**config.mk**
```make
export PLATFORM = sky130hd
export DESIGN_NAME = bbox_sample_iter
export DESIGN_NICKNAME = d
export VERILOG_FILES = /design/src/rtl/bbox_sample_iter.sv
export SDC_FILE = /design/constraint.sdc
export NUM_CORES = 1
export LEC_CHECK = 0
export ABC_CLOCK_PERIOD_IN_PS = 6600
export BUFFER_PORTS_ARGS = -buffer_cell sky130_fd_sc_hd__buf_2
export CAP_MARGIN = 20
export CORE_AREA = 2 2 286 288
export CTS_CLUSTER_DIAMETER = 200
export CTS_CLUSTER_SIZE = 20
export DETAILED_ROUTE_END_ITERATION = 12
export DIE_AREA = 0 0 288 290
export PLACE_DENSITY = 0.51
export SLEW_MARGIN = 20
export SYNTH_ARGS = -nofsm -noshare
export SYNTH_HDL_FRONTEND = slang
export SYNTH_SLANG_ARGS = --single-unit
export TNS_END_PERCENT = 1
```
**constraint.sdc**
```tcl
create_clock -name clk -period 6.6 [get_ports clk]
set_clock_uncertainty 0.05 [all_clocks]
set_input_delay 1.32 -clock clk [delete_from_list [all_inputs] [get_ports clk]]
set_output_delay 1.32 -clock clk [all_outputs]
set_load 0.05 [all_outputs]
```
**src/rtl/bbox_sample_iter.sv**
```systemverilog
// bbox_sample_iter: walks every subsample position inside a triangle's
// clipped bounding box in raster order, one sample per cycle. The triangle
// and its color are latched at accept and forwarded with each sample.
// Upstream is held off with an active-low halt while a box is being walked.
// Optional build macro: ITER_PERF_COUNT_EN adds sample/triangle counters.
// Coordinates are two's-complement fixed point; SIGFIG bits, RADIX fraction bits.
module bbox_sample_iter #(
    parameter int SIGFIG = 24,
    parameter int RADIX  = 10,
    parameter int VERTS  = 3,
    parameter int AXIS   = 3,
    parameter int COLORS = 3
) (
    input  logic                                  clk,
    input  logic                                  rst,
    input  logic [VERTS-1:0][AXIS-1:0][SIGFIG-1:0] tri_R13S,
    input  logic [COLORS-1:0][SIGFIG-1:0]          color_R13U,
    input  logic [1:0][1:0][SIGFIG-1:0]            box_R13S,
    input  logic                                  validTri_R13H,
    input  logic [3:0]                            subSample_RnnnnU,
    output logic [VERTS-1:0][AXIS-1:0][SIGFIG-1:0] tri_R14S,
    output logic [COLORS-1:0][SIGFIG-1:0]          color_R14U,
    output logic [1:0][SIGFIG-1:0]                 sample_R14S,
    output logic                                  validSamp_R14H,
    output logic                                  halt_RnnnnL
`ifdef ITER_PERF_COUNT_EN
    ,
    output logic [31:0]                           sampCount_RnnnnU,
    output logic [31:0]                           triCount_RnnnnU
`endif
);

    typedef enum logic {WAIT, TEST} state_t;

    state_t                      state_reg, state_next;
    logic [SIGFIG-1:0]           step_sel;
    logic [SIGFIG-1:0]           mask_sel;
    logic [1:0][1:0][SIGFIG-1:0] snap_box;
    logic [1:0][SIGFIG-1:0]      ll_reg;
    logic [1:0][SIGFIG-1:0]      ur_reg;
    logic [1:0][SIGFIG-1:0]      sample_reg;
    logic [SIGFIG-1:0]           step_reg;
    logic                        accept;
    logic                        box_ok;
    logic                        last_x;
    logic                        last_y;

    // Step size from the one-hot rate; anything not one-hot falls back to 1x
    always_comb begin
        step_sel = SIGFIG'(1) << RADIX;
        case (subSample_RnnnnU)
            4'b1000: step_sel = SIGFIG'(1) << RADIX;
            4'b0100: step_sel = SIGFIG'(1) << (RADIX - 1);
            4'b0010: step_sel = SIGFIG'(1) << (RADIX - 2);
            4'b0001: step_sel = SIGFIG'(1) << (RADIX - 3);
            default: step_sel = SIGFIG'(1) << RADIX;
        endcase
    end

    assign mask_sel = ~(step_sel - SIGFIG'(1));

    // Snap both corners down onto the sample grid (clearing low bits floors
    // toward minus infinity, so negative coordinates land correctly too)
    generate
        for (genvar gi = 0; gi < 2; gi++) begin : g_corner
            for (genvar gj = 0; gj < 2; gj++) begin : g_axis
                assign snap_box[gi][gj] = box_R13S[gi][gj] & mask_sel;
            end
        end
    endgenerate

    assign box_ok = ($signed(snap_box[1][0]) >= $signed(snap_box[0][0])) &&
                    ($signed(snap_box[1][1]) >= $signed(snap_box[0][1]));
    assign accept = (state_reg == WAIT) && validTri_R13H;
    assign last_x = (sample_reg[0] == ur_reg[0]);
    assign last_y = (sample_reg[1] == ur_reg[1]);

    // State register
    always_ff @(posedge clk or negedge rst) begin
        if (!rst) state_reg <= WAIT;
        else      state_reg <= state_next;
    end

    // Next state: enter TEST only for non-empty boxes, leave after the last sample
    always_comb begin
        state_next = state_reg;
        case (state_reg)
            WAIT: if (accept && box_ok) state_next = TEST;
            TEST: if (last_x && last_y) state_next = WAIT;
            default: state_next = WAIT;
        endcase
    end

    // Latch the triangle at accept, then advance the sample position in raster order
    always_ff @(posedge clk or negedge rst) begin
        if (!rst) begin
            tri_R14S   <= '0;
            color_R14U <= '0;
            sample_reg <= '0;
            ll_reg     <= '0;
            ur_reg     <= '0;
            step_reg   <= '0;
        end else if (accept) begin
            tri_R14S   <= tri_R13S;
            color_R14U <= color_R13U;
            ll_reg     <= snap_box[0];
            ur_reg     <= snap_box[1];
            sample_reg <= snap_box[0];
            step_reg   <= step_sel;
        end else if (state_reg == TEST) begin
            if (!last_x) begin
                sample_reg[0] <= sample_reg[0] + step_reg;
            end else if (!last_y) begin
                sample_reg[0] <= ll_reg[0];
                sample_reg[1] <= sample_reg[1] + step_reg;
            end
        end
    end

    assign sample_R14S    = sample_reg;
    assign validSamp_R14H = (state_reg == TEST);
    assign halt_RnnnnL    = (state_reg == WAIT);

`ifdef ITER_PERF_COUNT_EN
    // Free-running wrap-around counters of emitted samples and accepted triangles
    always_ff @(posedge clk or negedge rst) begin
        if (!rst) begin
            sampCount_RnnnnU <= '0;
            triCount_RnnnnU  <= '0;
        end else begin
            if (state_reg == TEST) sampCount_RnnnnU <= sampCount_RnnnnU + 32'd1;
            if (accept)            triCount_RnnnnU  <= triCount_RnnnnU + 32'd1;
        end
    end
`endif

endmodule

```
==> qor.log <==
qor: run_status.outcome finished clean
qor: clock_tree.post_cts_setup_repair_bufs 0
qor: critical_path.timing.critical_path.cells buf_2 -> nor4b_1 -> inv_1 -> ha_1 -> xnor2_1 -> nand2_1 -> ha_1 -> a21o_1 -> a21oi_1 -> o21ai_0 -> a221o_1 -> a211oi_1 -> mux2i_1 -> o31ai_1
qor: critical_path.worst_path_largest_cell_delay 0.55 ns
qor: critical_path.critPathSlowestCell sky130_fd_sc_hd__nor4b_1
qor: yosys.synth-edff-count 0
qor: floorplanning.dieHeight 290 um
qor: clock_tree.cts_sinks 378
qor: floorplanning.design.die.area 83500 um2
qor: grt.wire_length_of_the_first_global_routing_pass 94700 um
qor: floorplanning.die_width 288 um
qor: clock_tree.worstSkewPairLatency 0.57 ns
qor: drt.totalWireLength 63500 um
qor: floorplanning.row_count 104
qor: drt.vias 14.9k
qor: sta.report.final.hold_viol_count 0
qor: pwr.cellPowerDensity 216 nW/um2
qor: sta.max_slew_margin 37.8%
qor: yosys.postSynth.topFlopCell sky130_fd_sc_hd__dfrtp_1
qor: clock_tree.cts-root-to-sink-buffers 3
qor: floorplanning.ioPinCount 729
qor: drt.drc_errors 0
qor: pwr.comb_power_share 16.8%
qor: sta.postLayoutSetupSlackWorst 2.48 ns
qor: drt.avgRoutedWirePerCell 17.7 um
qor: pwr.switching_power 1470 uW
qor: sta.max_freq 0.242 GHz
qor: critical_path.worstSetupEndpointType flop
qor: placement.routabilityCongestion 0.841
qor: sta.report.final.setup_viol 0
qor: layout.areaGrowthSynthToFinish 31.0%
qor: yosys.post_synth_inst_count 1883
qor: sta.tightestPinTransition 0.932 ns
qor: flow_run.drv.max_cap_violation_count 0
qor: grt.globalRouteOverflowTotal 0
qor: layout.nets_final 2954
qor: yosys.netlist_area 16700 um2
qor: pwr.clock_power_share 31.1%
qor: critical_path.crit_fanout 5
qor: floorplanning.floorplan.core_area 80200 um2
qor: yosys.count_of_distinct_cell_types_in_the_synthesized_netlist 62
qor: critical_path.crit_required 6.99 ns
qor: placement.dp.final_hpwl 47000 um
qor: clock_tree.cts_tree yes
qor: layout.largest_register tri_R14S
qor: sta.timing.final.crit_share 62.5%
qor: drt.first_iter_violations 819
qor: hold_path.min_path_type reg2reg
qor: layout.commonest_cells_after_routing_fill_and_taps_aside sky130_fd_sc_hd__nand2_1, sky130_fd_sc_hd__buf_2, sky130_fd_sc_hd__dfrtp_1
qor: clock_tree.cts.clk_slew.worst_paths 0.10 ns
qor: critical_path.timing_worst_setup_path_type in2reg
qor: yosys.ys_seq_elements 378
qor: pwr.pwr-share-seq 52.1%
qor: clock_tree.cts_resizes 0
qor: floorplanning.effective_utilization_at_floorplan 20.8%
qor: placement.count_of_port_buffers_added_during_placement 686
qor: clock_tree.cts.root.buffer_cell sky130_fd_sc_hd__clkbuf_16
qor: placement.numPlacedInstances 3552
qor: pwr.cellInternalPower 3250 uW
qor: clock_tree.holdBufCountCts 0
qor: placement.place_worst_setup_slack 1.88 ns
qor: critical_path.timing.critical_path.mode_cell sky130_fd_sc_hd__ha_1
qor: sta.final_max_tran_viols 0
qor: sta.min_period 4.12 ns
qor: grt.pin_count_of_the_biggest_net_entering_global_routing 169
qor: pwr.sw_frac_of_total 31.2%
qor: drt.drtPass1Iterations 5
qor: layout.drive_gt1_share 29.5%
qor: pwr.power.leakage 0.0124 uW
qor: yosys.synth_area_per_inst 8.86 um2
qor: layout.reg.largest.list tri_R14S: 216 flops, color_R14U: 72 flops
qor: layout.largest_register_ff_count 216
qor: grt.grt_util_all_layers 14.7%
qor: yosys.ys_async_sr_fraction 100%
qor: layout.layout.cells.most_common sky130_fd_sc_hd__nand2_1
qor: grt.grt_antenna_before_repair 12
qor: sta.hold_ws 0.421 ns
qor: pwr.vdd.ir_drop.worst 152 uV
qor: grt.grt_pass1_vias 14.8k
qor: layout.final_cell_count_no_fill 3583
qor: critical_path.start_kind primary input
qor: drt.ant_nets 0
qor: sta.setup_repair_after_global_routing_missed_its_margin no
qor: yosys.yosysWarnings 0
qor: critical_path.critPathArrivalTime 4.51 ns
qor: drt.viasPerCell 4.15
qor: sta.total_negative_setup_slacks 0 ns
qor: clock_tree.h-tree-depth 1
qor: clock_tree.tritoncts.num_buffers 22
qor: yosys.seq_area_frac_synth 56.7%
[stage by stage]
| stage | instance area, um2 | total power (uW) | utilization [%] |
|---|---|---|---|
| 2_1_floorplan | 16700 | 2980 | - |
| 3_3_place_gp | 21300 | 3300 | 26.5 |
| 3_5_place_dp | 21300 | 3310 | 26.5 |
| 4_1_cts | 21900 | 4830 | 27.3 |
| 5_1_grt | 21900 | 4950 | 27.3 |
| 6_report | 21900 | 4720 | 27.3 |
[synthesized netlist by cell type (3+ instances only)]
library cell	n	share of area, %
sky130_fd_sc_hd__nand2_1	962	22
sky130_fd_sc_hd__dfrtp_1	378	57
sky130_fd_sc_hd__clkbuf_1	89	2.0
sky130_fd_sc_hd__ha_1	45	3.4
sky130_fd_sc_hd__inv_1	41	0.92
sky130_fd_sc_hd__a21oi_1	33	0.99
sky130_fd_sc_hd__nor2_1	27	0.61
sky130_fd_sc_hd__nand3_1	26	0.78
sky130_fd_sc_hd__xnor2_1	26	1.4
sky130_fd_sc_hd__o21ai_0	25	0.75
sky130_fd_sc_hd__xor2_1	24	1.3
sky130_fd_sc_hd__a22o_1	22	1.2
sky130_fd_sc_hd__buf_4	14	0.63
sky130_fd_sc_hd__a21o_1	12	0.54
sky130_fd_sc_hd__o211ai_1	12	0.54
sky130_fd_sc_hd__nand4_1	11	0.41
sky130_fd_sc_hd__nor3_1	10	0.30
sky130_fd_sc_hd__and2_1	8	0.30
sky130_fd_sc_hd__and3_1	7	0.26
sky130_fd_sc_hd__mux2i_1	7	0.42
sky130_fd_sc_hd__a211oi_1	6	0.27
sky130_fd_sc_hd__a31oi_1	6	0.22
sky130_fd_sc_hd__nand2b_1	6	0.22
sky130_fd_sc_hd__nand3b_1	6	0.27
sky130_fd_sc_hd__nor4_1	5	0.19
sky130_fd_sc_hd__mux2_2	4	0.27
sky130_fd_sc_hd__nor2b_1	4	0.15
sky130_fd_sc_hd__nor3b_1	4	0.18
sky130_fd_sc_hd__o21a_1	4	0.18
sky130_fd_sc_hd__or3_1	4	0.15
sky130_fd_sc_hd__a22oi_1	3	0.13
sky130_fd_sc_hd__a311oi_1	3	0.16
sky130_fd_sc_hd__a32oi_1	3	0.16
sky130_fd_sc_hd__nand4b_1	3	0.16
sky130_fd_sc_hd__nor4b_1	3	0.16
sky130_fd_sc_hd__o31ai_1	3	0.13
[critical path: cells and delay by family]
kind            cells  cell delay (ns)
compound gates      6             1.19
simple gates        2             0.69
fa+ha+maj           2             0.44
xor+xnor            1             0.39
buf+inv             2             0.24
mux                 1             0.23
[worst paths after layout]
path / startpoint / end / slack [ns] / depth (start not counted)
max: subSample_RnnnnU[0] / validSamp_R14H / 2.48 / 14
min: color_R14U[54] / color_R14U[54] / 0.42 / 2
max reg2reg: sample_R14S[45] / sample_R14S[8] / 3.39 / 6
min reg2reg: color_R14U[54] / color_R14U[54] / 0.42 / 2
max in group asynchronous: rst / tri_R14S[98] / 4.45 / 2
min in group asynchronous: rst / tri_R14S[206] / 0.71 / 1
[cells by family after synthesis]
family | Yosys count | synth area share (%)
and+or+nand+nor | 1097 | 26.4
DFF | 378 | 56.7
AOI/OAI and AO/OA | 150 | 6.21
buffers and inverters | 149 | 3.76
xor gates and xnor gates | 50 | 2.62
adders and majority gates | 47 | 3.61
muxes | 11 | 0.690
other | 1 | 0.0225
[metal layers]
| metal | global-route usage [%] | share of wire [%] | vias to the layer above |
|---|---|---|---|
| met3 | 3.61 | 7.4 | 61 |
| met5 | 0 | 0.036 | - |
| li1 | - | - | 7208 |
| met1 | 18.8 | 42 | 7116 |
| met2 | 24.9 | 49 | 479 |
| met4 | 3.65 | 1.7 | 4 |
[final cells by class]
type | instances | area (um2)
antenna | 7 | 17.5
clock buffer | 24 | 589
fill | 8843 | 58300
inverter | 42 | 158
multi-input combinational | 1369 | 6670
sequential | 378 | 9460
tap | 1060 | 1330
timing repair buffer | 703 | 3650
[power groups by stage]
stage                     Clock (uW)  Combinational [uW]  Sequential, uW
final                           1470                 792            2460
after global routing            1620                 851            2480
after CTS                       1560                 803            2460
after detailed placement           0                 802            2500
after global placement             0                 800            2500
after floorplan                    0                 146            2830
Power figures use the tool's default switching activity.
